[src/rtl/led_pulse_driver_if.sv]
// Bus bundle between the event source and the LED pulse driver.
interface led_pulse_driver_if;
  localparam int unsigned PEND_W = 4;

  logic              event_pulse;
  logic              led_out;
  logic              busy;
  logic              dropped;
  logic [PEND_W-1:0] pending;

  modport master (output event_pulse, input led_out, busy, dropped, pending);
  modport slave  (input event_pulse, output led_out, busy, dropped, pending);
endinterface

[src/rtl/led_pulse_driver.sv]
// Stretches single-cycle events into fixed ON blinks followed by an enforced OFF gap.
// Define LED_PULSE_QUEUE_EN to queue (up to 15) events that arrive while busy.
module led_pulse_driver #(
  parameter int unsigned MS_TICKS = 12000,
  parameter int unsigned ON_MS    = 50,
  parameter int unsigned OFF_MS   = 50
) (
  input  logic clk,
  input  logic rst,
  led_pulse_driver_if.slave bus
);

  localparam int unsigned PRE_W  = (MS_TICKS > 1) ? $clog2(MS_TICKS) : 1;
  localparam int unsigned MS_W   = 8;
  localparam int unsigned PEND_W = 4;
  localparam logic [PEND_W-1:0] PEND_MAX = PEND_W'(15);

  typedef enum logic [1:0] {IDLE, ON, OFF} state_t;

  state_t           state;
  logic [PRE_W-1:0] pre;
  logic [MS_W-1:0]  ms_cnt;
  logic             led_q;
  logic             busy_q;
  logic             dropped_q;

  logic             pre_last_c;
  logic [MS_W-1:0]  ms_limit_c;
  logic             term_c;
  logic             late_ev_c;
  logic             pend_nz_c;

`ifdef LED_PULSE_QUEUE_EN
  logic [PEND_W-1:0] pend_q;
  assign pend_nz_c   = (pend_q != '0);
  assign bus.pending = pend_q;
`else
  assign pend_nz_c   = 1'b0;
  assign bus.pending = '0;
`endif

  // Terminal count of the current timed state, and events that arrive while already busy
  always_comb begin
    pre_last_c = (pre == PRE_W'(MS_TICKS - 1));
    ms_limit_c = (state == ON) ? MS_W'(ON_MS - 1) : MS_W'(OFF_MS - 1);
    term_c     = (state != IDLE) && pre_last_c && (ms_cnt == ms_limit_c);
    // the last OFF cycle can restart a blink directly, so an event there is not "late"
    late_ev_c  = bus.event_pulse && (state != IDLE) && !((state == OFF) && term_c);
  end

  always_ff @(posedge clk) begin
    if (rst) begin
      state     <= IDLE;
      pre       <= '0;
      ms_cnt    <= '0;
      led_q     <= 1'b0;
      busy_q    <= 1'b0;
      dropped_q <= 1'b0;
`ifdef LED_PULSE_QUEUE_EN
      pend_q    <= '0;
`endif
    end else begin
      dropped_q <= 1'b0;

      // Counters restart on every state entry; idle keeps them parked at zero
      if ((state == IDLE) || term_c) begin
        pre    <= '0;
        ms_cnt <= '0;
      end else if (pre_last_c) begin
        pre    <= '0;
        ms_cnt <= ms_cnt + MS_W'(1);
      end else begin
        pre    <= pre + PRE_W'(1);
      end

      case (state)
        IDLE: begin
          if (bus.event_pulse) begin
            state  <= ON;
            led_q  <= 1'b1;
            busy_q <= 1'b1;
          end
        end
        ON: begin
          if (term_c) begin
            state <= OFF;
            led_q <= 1'b0;
          end
        end
        OFF: begin
          if (term_c) begin
            if (pend_nz_c || bus.event_pulse) begin
              state <= ON;
              led_q <= 1'b1;
            end else begin
              state  <= IDLE;
              busy_q <= 1'b0;
            end
          end
        end
        default: begin
          state  <= IDLE;
          led_q  <= 1'b0;
          busy_q <= 1'b0;
        end
      endcase

`ifdef LED_PULSE_QUEUE_EN
      // An event coinciding with a dequeue cancels out and leaves the count alone
      if (late_ev_c) begin
        if (pend_q == PEND_MAX) dropped_q <= 1'b1;
        else                    pend_q    <= pend_q + PEND_W'(1);
      end else if ((state == OFF) && term_c && pend_nz_c && !bus.event_pulse) begin
        pend_q <= pend_q - PEND_W'(1);
      end
`else
      if (late_ev_c) dropped_q <= 1'b1;
`endif
    end
  end

  assign bus.led_out = led_q;
  assign bus.busy    = busy_q;
  assign bus.dropped = dropped_q;

endmodule

[src/flat_wrapper.sv]
// flat-port wrapper written by rule: the top's interface ports become plain ports
module led_pulse_driver_flat 
#(
  parameter int unsigned MS_TICKS = 12000,
  parameter int unsigned ON_MS    = 50,
  parameter int unsigned OFF_MS   = 50
)
  (clk, rst, bus_event_pulse, bus_led_out, bus_busy, bus_dropped, bus_pending);
  led_pulse_driver_if bus_i ();
  input  logic clk;
  input  logic rst;
  input wire logic [$bits(bus_i.event_pulse)-1:0] bus_event_pulse;
  output wire logic [$bits(bus_i.led_out)-1:0] bus_led_out;
  output wire logic [$bits(bus_i.busy)-1:0] bus_busy;
  output wire logic [$bits(bus_i.dropped)-1:0] bus_dropped;
  output wire logic [$bits(bus_i.pending)-1:0] bus_pending;
  assign bus_i.event_pulse = bus_event_pulse;
  assign bus_led_out = bus_i.led_out;
  assign bus_busy = bus_i.busy;
  assign bus_dropped = bus_i.dropped;
  assign bus_pending = bus_i.pending;
  led_pulse_driver #(.MS_TICKS(MS_TICKS), .ON_MS(ON_MS), .OFF_MS(OFF_MS)) u_core (.clk(clk), .rst(rst), .bus(bus_i));
endmodule
[config.mk]
export PLATFORM = sky130hd
export DESIGN_NAME = led_pulse_driver_flat
export DESIGN_NICKNAME = d
export VERILOG_FILES = /design/src/rtl/led_pulse_driver_if.sv /design/src/rtl/led_pulse_driver.sv /design/src/flat_wrapper.sv
export SDC_FILE = /design/constraint.sdc
export NUM_CORES = 1
export LEC_CHECK = 0
export BUFFER_PORTS_ARGS = -buffer_cell sky130_fd_sc_hd__buf_2
export CAP_MARGIN = 20
export CORE_ASPECT_RATIO = 1.25
export CORE_MARGIN = 2
export CORE_UTILIZATION = 25
export DETAILED_ROUTE_END_ITERATION = 8
export GPL_TIMING_DRIVEN = 0
export SLEW_MARGIN = 15
export SYNTH_ARGS = -nofsm -noshare
export SYNTH_HDL_FRONTEND = slang
export SYNTH_SLANG_ARGS = --single-unit
export TNS_END_PERCENT = 30
[constraint.sdc]
create_clock -name clk -period 2.8 [get_ports clk]
set_clock_uncertainty 0.05 [all_clocks]
set_input_delay 0.14 -clock clk [delete_from_list [all_inputs] [get_ports clk]]
set_output_delay 0.14 -clock clk [all_outputs]
set_load 0.05 [all_outputs]
==> run_results.csv <==
group,metric,value,unit
grt,antenna_found_initial,0,
critical_path,critPathLaunch,"u_core.ms_cnt[0]$_SDFFE_PP0N_",
grt,grt_max_degree,16,
finish,drive_above_1_share,8.025,%
clock_network,clockBufferDepth,2,
critical_path,critPathKind,"flip-flop to flip-flop",
timing,relSlewSlack,50.56,%
critical_path,start_kind,"flip-flop",
yosys,synth_cells,151,
route,drtAntennaViolNets,0,
timing,setup_tns,0,ps
critical_path,r2r-end,"u_core.ms_cnt[1]$_SDFFE_PP0N_",
critical_path,end_kind,"flip-flop",
critical_path,cp_data_arrival_time,2570,ps
placed_design,port_buffers,4,
floorplanning,die_w,68.22,um
pwr,max-vdd-ir-drop,0.1805,mV
floorplanning,die_h,84.28,um
route,wl,2.349,mm
critical_path,crit_fanout,10,
clock_network,cts_tree,"yes",
yosys,yosysTopAreaCellShare,41.94,%
yosys,synth_area_leaders,"dfxtp_1 42%, xor2_1 6.1%, nor2_1 4.7%",
clock_network,cts_setup_buffers,0,
grt,track_usage,9.244,%
critical_path,rr_worst_depth,6,
route,avgViaCountPerCell,4.688,
route,vias,1050,
pwr,p_leak,0.5019,nW
clock_network,cts_root_buf,"clkbuf_8",
floorplanning,start_util,25.74,%
yosys,synth_edf_count,0,
route,dr.pass1.iters,4,
timing,worst_slew_pin_slew,733.8,ps
yosys,yosysWarnings,0,
floorplanning,core-area,0.005007,mm2
timing,period_share,89.31,%
clock_network,numCtsBuffers,3,
clock_network,clkLatencyLatePin,270,ps
finish,multi_input_area,686.9,um2
clock_network,cts_resized,0,
grt,grt_util_met3,2.815,%
finish,syn_to_final_growth,12.04,%
yosys,synth_area_per_cell,8.535,um2
timing,maxSlewViolCount,0,
yosys,ys_seq_area_share,41.94,%
critical_path,rrSetupSlack,300,ps
floorplanning,die_area,0.005749,mm2
route,drc,0,
grt,grt_overflow,0,
finish,nFillCells,546,
grt,met1_usage,12.56,%
status,run_status,"finished clean",
finish,regArea,540.5,um2
clock_network,clk_pin_slew,100,ps
grt,grt_pass1_wl,4.236,mm
timing,min_period,2501,ps
critical_path,regToRegStartpoint,"u_core.ms_cnt[0]$_SDFFE_PP0N_",
worst_hold_path,hold_path_class,"input port to flip-flop",
pwr,p_total,669.8,uW
timing,hold_violations,0,
clock_network,cts.sinks,27,
yosys,synthArstFlopShare,0,%
timing,fmax,399.9,MHz
grt,grt_pass1_vias,977,
job,maxCapViolCount,0,
finish,fin_nets,169,
yosys,ys_types,35,
timing,finalSetupViolCount,0,
yosys,ys_ff_latch,27,
finish,diodes,0,
floorplanning,placementRows,29,
route,first_iter_violations,48,
clock_network,htreeDepth,1,
route,wl_per_cell,10.49,um
placed_design,gp_congestion,0.7501,
grt,busiest_layer,"met2",
floorplanning,io_pins,10,
critical_path,crit_required,2870,ps
grt,met2_usage,14.21,%
yosys,ys.flop_type,"dfxtp_1",
timing,rsz0062_at_grt,"false",
yosys,syn_area,0.001289,mm2
yosys,synth_largest_area_cell,"dfxtp_1",
pwr,p_per_area,463.9,mW/mm2
placed_design,place_hpwl,1.698,mm
critical_path,cp-endpoint,"u_core.ms_cnt[1]$_SDFFE_PP0N_",
clock_network,cts_hold_buf,0,
[synthesized netlist by cell type (4+ instances only)]
master	n
a21oi_1	8
clkbuf_1	6
and4_1	4
buf_4	4
nand2_1	8
nand4_1	7
nand3_1	7
dfxtp_1	27
inv_1	4
or3_1	6
nor2_1	16
o21ai_0	9
xor2_1	9
[cell usage in the layout (no fill, tap or decap)]
cell	count
a211oi_1	1
conb_1	4
and4_1	4
nand2_1	8
mux2i_1	2
o211ai_1	2
and2_1	2
o21bai_1	1
or4_1	3
nand3_1	7
xnor2_1	2
or3_1	6
nor3_1	3
o21ai_0	9
nor4_1	1
clkinv_2	1
dfxtp_1	27
o211a_1	1
o31ai_1	1
xor2_1	9
nor2_1	16
nor4b_1	1
buf_2	5
a21oi_1	8
or3b_1	1
buf_4	4
o311ai_0	1
nor2b_1	3
or4b_1	1
a31oi_1	1
and3_1	3
inv_1	4
clkbuf_8	3
o21a_1	1
nand4_1	7
ha_1	3
clkbuf_1	6
[through the flow]
step	setup WS [ps]	hold WS (ps)	area (um2)	utilization, %	cells
2_1_floorplan	613.9	223.4	1300	-	154
3_3_place_gp	277.6	376.5	1398	27.91	220
3_5_place_dp	286.2	377.1	1398	27.91	220
4_1_cts	262.7	76.45	1444	28.84	224
5_1_grt	65.44	82.70	1444	28.84	224
6_report	299.3	80.08	1444	28.84	224
[worst min path at each step]
stage                     from                            end  slack [ps]  cells after the start
6_report       bus_event_pulse  u_core.bus.dropped$_SDFF_PP0_          80                      2
5_1_grt        bus_event_pulse  u_core.bus.dropped$_SDFF_PP0_          80                      2
4_1_cts        bus_event_pulse  u_core.bus.dropped$_SDFF_PP0_          80                      2
3_5_place_dp   bus_event_pulse  u_core.bus.dropped$_SDFF_PP0_         380                      2
3_3_place_gp   bus_event_pulse  u_core.bus.dropped$_SDFF_PP0_         380                      2
2_1_floorplan  bus_event_pulse  u_core.bus.dropped$_SDFF_PP0_         220                      1
[per-layer routing]
metal	share of wire [%]	wire length (um)
met4	0	0
met1	51	1191
met3	3.2	74
met2	46	1082
met5	0	0
[cell type report]
class | instances | area share [%]
Multi-Input combinational cell | 112 | 47.57
Tap cell | 62 | 5.373
Timing Repair Buffer | 4 | 1.386
Clock inverter | 1 | 0.3466
Sequential cell | 27 | 37.44
Inverter | 4 | 1.040
Buffer | 11 | 3.986
Clock buffer | 3 | 2.860
[worst max-delay path: stages, from the launching register on]
cell and delay, ps:
dfxtp_1 390, ha_1 150, or4b_1 420, or4_1 460
buf_2 180, o21ai_0 590, a211oi_1 100
[power breakdown]
| part | internal [mW] | total [mW] | switching, mW | leakage [nW] |
|---|---|---|---|---|
| Combinational | 0.0145 | 0.0545 | 0.0401 | 0.258 |
| Sequential | 0.389 | 0.393 | 0.00420 | 0.219 |
| Clock | 0.0997 | 0.222 | 0.122 | 0.0255 |
[registers in the layout, summed over array words and instances, names as in the netlist]
signal,cells
u_core.ms_cnt,8
u_core.bus.led_out,1
u_core.pre,14
u_core.bus.busy,1
u_core.bus.dropped,1
u_core.state,2
[kinds of logic after synthesis]
group | share of synthesized area (%)
other | 0.2910
AND/OR/NAND/NOR | 28.16
flip-flops | 41.94
buffers and inverters | 5.630
adder cells (fa/ha/maj) | 2.913
AO/OA/AOI/OAI | 12.04
XOR/XNOR | 7.476
multiplexers | 1.553
Note: power is estimated with default switching activity, not from simulation.
